===== config.mk =====
export PLATFORM = sky130hd
export DESIGN_NAME = level_fifo
export DESIGN_NICKNAME = d
export VERILOG_FILES = /design/src/rtl/level_fifo.sv
export SDC_FILE = /design/constraint.sdc
export NUM_CORES = 1
export LEC_CHECK = 0
export BUFFER_PORTS_ARGS = -buffer_cell sky130_fd_sc_hd__clkbuf_2
export CORE_AREA = 2 2 183 185
export DETAILED_ROUTE_END_ITERATION = 10
export DIE_AREA = 0 0 185 187
export PLACE_DENSITY = 0.56
export SYNTH_ARGS = -nofsm -noshare
export SYNTH_HDL_FRONTEND = slang
export SYNTH_SLANG_ARGS = --single-unit

===== constraint.sdc =====
create_clock -name clk_i -period 2.7 [get_ports clk_i]
set_input_delay 0.135 -clock clk_i [delete_from_list [all_inputs] [get_ports clk_i]]
set_output_delay 0.135 -clock clk_i [all_outputs]
set_load 0.01 [all_outputs]

===== src/rtl/level_fifo.sv =====
// Show-ahead synchronous FIFO with fill level, watermarks, flush and sticky error flags.
// Ports: clk_i, rst_n_i (async active-low), flush_i; data_i/write_enable_i/full_o write side;
// data_o/read_enable_i/read_valid_o read side; level_o, almost_full_o, almost_empty_o,
// overflow_o, underflow_o status.
module level_fifo #(
  parameter int p_depth     = 32,
  parameter int p_word_size = 8,
  parameter int p_af_thresh = p_depth - 2,
  parameter int p_ae_thresh = 1
) (
  input  logic                           clk_i,
  input  logic                           rst_n_i,
  input  logic                           flush_i,
  input  logic [p_word_size-1:0]         data_i,
  input  logic                           write_enable_i,
  output logic                           full_o,
  output logic [p_word_size-1:0]         data_o,
  input  logic                           read_enable_i,
  output logic                           read_valid_o,
  output logic [$clog2(p_depth+1)-1:0]   level_o,
  output logic                           almost_full_o,
  output logic                           almost_empty_o,
  output logic                           overflow_o,
  output logic                           underflow_o
);

  localparam int LW = $clog2(p_depth + 1);
  localparam int PW = $clog2(p_depth);

  localparam logic [LW-1:0] L_DEPTH = LW'(p_depth);
  localparam logic [LW-1:0] L_AF    = LW'(p_af_thresh);
  localparam logic [LW-1:0] L_AE    = LW'(p_ae_thresh);
  localparam logic [PW-1:0] P_LAST  = PW'(p_depth - 1);

  logic [p_word_size-1:0] r_mem [p_depth];
  logic [PW-1:0]          r_rd_ptr;
  logic [PW-1:0]          r_wr_ptr;
  logic [LW-1:0]          r_level;
  logic                   r_ovf;
  logic                   r_udf;

  logic          w_full;
  logic          w_valid;
  logic          w_wr_ok;
  logic          w_rd_ok;
  logic [PW-1:0] w_rd_nxt;
  logic [PW-1:0] w_wr_nxt;

  // Status comes only from the level register, never from the enables.
  assign w_full  = (r_level == L_DEPTH);
  assign w_valid = (r_level != '0);
  assign w_wr_ok = write_enable_i & ~w_full;
  assign w_rd_ok = read_enable_i & w_valid;

  // Explicit wrap so non-power-of-two depths work.
  assign w_rd_nxt = (r_rd_ptr == P_LAST) ? '0 : r_rd_ptr + PW'(1);
  assign w_wr_nxt = (r_wr_ptr == P_LAST) ? '0 : r_wr_ptr + PW'(1);

  always_ff @(posedge clk_i or negedge rst_n_i) begin
    if (!rst_n_i) begin
      r_rd_ptr <= '0;
      r_wr_ptr <= '0;
      r_level  <= '0;
      r_ovf    <= 1'b0;
      r_udf    <= 1'b0;
    end else if (flush_i) begin
      r_rd_ptr <= '0;
      r_wr_ptr <= '0;
      r_level  <= '0;
      r_ovf    <= 1'b0;
      r_udf    <= 1'b0;
    end else begin
      if (w_wr_ok) r_wr_ptr <= w_wr_nxt;
      if (w_rd_ok) r_rd_ptr <= w_rd_nxt;
      unique case ({w_wr_ok, w_rd_ok})
        2'b10:   r_level <= r_level + LW'(1);
        2'b01:   r_level <= r_level - LW'(1);
        default: r_level <= r_level;
      endcase
      if (write_enable_i & w_full)  r_ovf <= 1'b1;
      if (read_enable_i & ~w_valid) r_udf <= 1'b1;
    end
  end

  // Storage is not reset; contents are meaningless while level is 0.
  always_ff @(posedge clk_i) begin
    if (w_wr_ok & ~flush_i) r_mem[r_wr_ptr] <= data_i;
  end

  assign data_o         = r_mem[r_rd_ptr];
  assign full_o         = w_full;
  assign read_valid_o   = w_valid;
  assign level_o        = r_level;
  assign almost_full_o  = (r_level >= L_AF);
  assign almost_empty_o = (r_level <= L_AE);
  assign overflow_o     = r_ovf;
  assign underflow_o    = r_udf;

endmodule

Word level (Yosys, flattened, before mapping) --
Memories as Yosys holds them, arrays and structs flattened. Cells that the tools add are included.
Word-level totals: flip-flop bits (word level) 18, memory bits (writable) 256, input bits 13, output and inout port bits 20, logic and storage cells 45, memories kept 1
Cells by class: $add $sub $neg 4, order comparisons 2, eq/ne operators 5, multiplexer cells 14, bitwise gates (word level) 8, reductions and logical operators 6
Memories:
- r_mem | depth 32, width 8, rd ports 1, clocked after Yosys merged registers in 0, write ports 1, RTL line 35 | logic [p_word_size-1:0] r_mem [p_depth];
Operator list (number):
- 2-to-1 mux 5 bit | 6
- one-hot mux 6 bit (2 select lines) | 1
- adder 5 x 1 -> 5 bit, second input constant | 2
- equality test 5 bit, second input constant | 2
- nonzero test 2 bit | 4
- adder 6 x 1 -> 6 bit, second input constant | 1
- equality test 6 bit, second input constant | 1
- greater-or-equal comparator 6 x 5 -> 1 bit, second input constant | 1
- <= comparator 6 x 1 -> 1 bit, second input constant | 1
- 2-to-1 mux 1 bit | 6
- 2-to-1 mux 6 bit | 1
- nonzero test 6 bit | 1
- subtractor 6 x 1 -> 6 bit, second input constant | 1
- AND 1 bit | 5
- inverter 1 bit | 3
- nonzero test 3 bit | 1
- equality test 2 x 1 -> 1 bit, second input constant | 1
- equality test 2 bit, second input constant | 1

Depth between registers and ports, before layout --
depth in word-level cells 6, depth in mapped cells 9, mapped depth without buffers 8

Worst setup path after synthesis --
No wires, ideal clock.
path type reg-to-reg, start point reg r_level[1] (netlist: level_o[1]), end point mem r_mem[10][0], enable pin, library setup time 0.370 ns, data arrival time 2.114 ns, data required time 2.330 ns, slack 0.215 ns, stages on the path, launching flop included 9, path buffers 1, period minus slack after synthesis 2.485 ns, cells stage by stage dfrtp_1 inv_1 ha_1 or4b_4 buf_6 o21ai_2 nor2_1 nand2_1 nor2_1
On the way: word-level cells in the longest chain between the ends 6
RTL lines:
- start: declaration | RTL line 38 | logic [LW-1:0] r_level;
- start signal: assignment | RTL line 76 | 2'b10: r_level <= r_level + LW'(1);
- start signal: assignment | RTL line 77 | 2'b01: r_level <= r_level - LW'(1);
- start signal: assignment | RTL line 78 | default: r_level <= r_level;
- equality test 6 bit | RTL line 50 | assign w_full = (r_level == L_DEPTH);
- inverter 1 bit | RTL line 52 | assign w_wr_ok = write_enable_i & ~w_full;
- AND 1 bit | RTL line 52
- AND 1 bit | RTL line 87 | if (w_wr_ok & ~flush_i) r_mem[r_wr_ptr] <= data_i;
- 2-to-1 mux 1 bit | RTL line 87
- 2-to-1 mux 1 bit (implied by the code) | RTL line 87
- end: declaration | RTL line 35
Every way passes these cells.

Final worst setup path --
start point reg r_rd_ptr[1], end point out data_o[2]
On the way: word-level cells in the longest chain between the ends 1
RTL lines:
- start: declaration | RTL line 36 | logic [PW-1:0] r_rd_ptr;
- start signal: assignment | RTL line 74 | if (w_rd_ok) r_rd_ptr <= w_rd_nxt;
- memory read (32 x 8 bit)
- end: declaration | RTL line 17 | output logic [p_word_size-1:0] data_o,
Every way passes these cells.

==> flow_summary.ini <==
[floorplan]
ios = 33
start_util_pct = 34.5
dieWidth_um = 185
core_area_mm2 = 0.0329
core.rowCount = 67
die_h_um = 187
die-area_mm2 = 0.0346

[sta]
setup_viol = 0
finalMaxSlewViolations = 0
rsz0062_at_grt = yes
fmax_mhz = 385
hold_violations = 0
setup_slack_ns = 0.104
timing.final.crit_share_pct = 96.1
worstMarginPinSlew_ns = 0.906
finClkSkew_ns = 0.0160
post-route-min-period_ns = 2.60
relSlewSlack_pct = 39.6

[synth]
synth-edff-count = 256
yosysTopAreaCellShare_pct = 67.8
synth_top_area_cell = edfxtp_1
synth_nets = 750
synth_compound_area_share_pct = 5.93
synth-adder-area-share_pct = 1.32
synth_common_cells = edfxtp_1 (256), mux2i_1 (132), a22oi_1 (56)
syn-mean-instance-area_um2 = 15.6
syn_inst = 725
synthDistinctLibCells = 50
synthSimpleGateAreaFrac_pct = 6.86
yosysWarnings = 0
syn_area_mm2 = 0.0113
ys_seq_elements = 274
synth_mux_area_share_pct = 11.8
async_reset_ff_share_pct = 6.57
synthFlopType = edfxtp_1
synth_top_family_by_area = multiplexers
synthTopCellsByArea = edfxtp_1 (68%), mux2i_1 (12%), dfrtp_1 (4.0%), a22oi_1 (3.7%), nor2_1 (1.8%)
ys_seq_area_share_pct = 71.8
synthXorXnorAreaFrac_pct = 0.232
yosysMostFrequentCell = edfxtp_1

[min_path]
hold_class = in -> reg

[cells_and_area]
multi_input_area_mm2 = 0.00298
finalInstanceArea_mm2 = 0.0132
fillCellCount = 3071
num_antenna_cells = 0
finish.net_count = 802
syn_to_final_growth_pct = 16.0
final_util_pct = 40.0
drive_gt1_share_pct = 15.5
seq_area_mm2 = 0.00814

[routing]
vias_per_cell = 5.03
routed_wl_mm = 26.1
num_vias = 6277
drtAntennaViolNets = 0
drt_iter0_drc = 593
drtPass1Iterations = 5
wl_per_cell_um = 20.9
drc = 0

[grt]
grt_max_degree = 53
overflow = 0
grt_pass1_vias = 6098
antenna_found_initial = 0
grt.total_usage_pct = 14.9
grt_pass1_wl_mm = 38.2

[critical_path]
crit_fanout = 24
critPathArrivalTime_ns = 2.46
required_ns = 2.57
crit_path_start_kind = flip-flop
crit_path_end_kind = output port
crit_type = reg -> out

[run]
drv_cap = 0

[run_status]
status = finished, final reports clean

[placement]
hpwl_mm = 16.6
io_buffer_count = 32
place_area_mm2 = 0.0121
dp_slack_ns = 0.102
place_congestion = 0.827

[clock_tree]
clk_latency_ns = 0.56
clkSinkCount = 274
cts-buffers-inserted = 29
clk_pin_slew_ns = 0.06
cts_root_buf = clkbuf_16
cts_buffer_depth = 3
cts-htree-levels = 1
cts_tree = yes

[pwr]
ir_drop_mv = 0.534
power.leakage_nw = 4.09
powerDensity_mw_per_mm2 = 761
[state kept, by name (all words and copies together) (netlist names)]
register / cells
r_mem: 256
level_o: 6
r_rd_ptr: 5
r_wr_ptr: 5
overflow_o: 1
underflow_o: 1
[cells in the final DEF, fill, tap and decap left out, drive strengths merged, types with 4 or more instances in the layout]
cell type and n:
nand2 21, dfrtp 18, o21ai 7, inv 9, nor2 53, a31oi 4
nand3 39, clkinv 9, ha 12, mux2i 132, nor2b 4, a22oi 56
a21oi 22, clkbuf 73, nand4 9, edfxtp 256, and2 4, buf 32
[cell type report]
class / count / share of cell area, %
Inverter: 7 / 0.200
Tap cell: 448 / 4.26
Timing Repair Buffer: 66 / 3.75
Clock buffer: 40 / 6.06
Sequential cell: 274 / 61.9
Clock inverter: 14 / 1.19
Multi-Input combinational cell: 399 / 22.6
[cell families (layout without fill, tap and decap cells)]
logic type	Yosys count	count (layout)
AOI/OAI and AO/OA	98	98
xor gates and xnor gates	3	3
adders and majority gates	12	12
buffers and inverters	52	127
DFF	274	274
muxes	133	133
and+or+nand+nor	153	153
[layer usage]
layer	part of all wire [%]	wire length [um]	up-vias	GRT usage, %
met1	45	11800	3093	21.3
met3	6.7	1740	39	2.82
met2	46	11900	214	23.2
met5	0	0	-	0
li1	-	-	2931	-
met4	2.6	678	0	3.91
[worst max-delay path, cell delays in order, from the launching register on]
cell	delay, ns
dfrtp_1	0.55
nor2b_2	0.51
buf_12	0.23
a22oi_1	0.10
nand3_1	0.19
nand4_1	0.17
clkbuf_2	0.17
[final timing paths]
kind | start | end | slack [ns] | cells past startpoint
max in group asynchronous | rst_n_i | r_rd_ptr[2]$_DFFE_PN0P_ | 2.21 | 2
worst max-delay path | r_rd_ptr[1]$_DFFE_PN0P_ | data_o[2] | 0.10 | 6
worst min register to register | overflow_o$_DFFE_PN0P_ | overflow_o$_DFFE_PN0P_ | 0.52 | 2
min in group asynchronous | rst_n_i | level_o[0]$_DFFE_PN0P_ | 0.09 | 2
worst max register to register | level_o[0]$_DFFE_PN0P_ | r_mem[25][6]$_DFFE_PP_ | 0.14 | 7
worst min-delay path | read_enable_i | r_rd_ptr[4]$_DFFE_PN0P_ | 0.03 | 3
[where the power goes]
part / leakage, nW / total [mW] / internal (mW) / switching, mW
Sequential: 2.55 / 4.78 / 4.71 / 0.0736
Combinational: 1.08 / 1.30 / 0.474 / 0.821
Clock: 0.466 / 3.93 / 2.35 / 1.58
[metrics by stage]
stage | setup TNS, ns | instances | hold slack, ns | power, mW
2_1_floorplan | 0 | 725 | -0.161 | 5.63
3_3_place_gp | 0 | 1186 | 0.140 | 6.14
3_5_place_dp | 0 | 1186 | 0.145 | 6.15
4_1_cts | 0 | 1241 | 0.00352 | 10.1
5_1_grt | -1.23 | 1248 | 0.0298 | 10.4
6_report | 0 | 1248 | 0.0270 | 10.0
[what timing repair did]
item / in CTS / in global routing
endpoints found under the setup margin: 0 / 50
hold buffers: 1 / 0
resized for setup: 0 / 5
hold endpoints to repair: 18 / 0
buffers inserted: 0 / 6
Note: power is estimated with default switching activity, not from simulation.
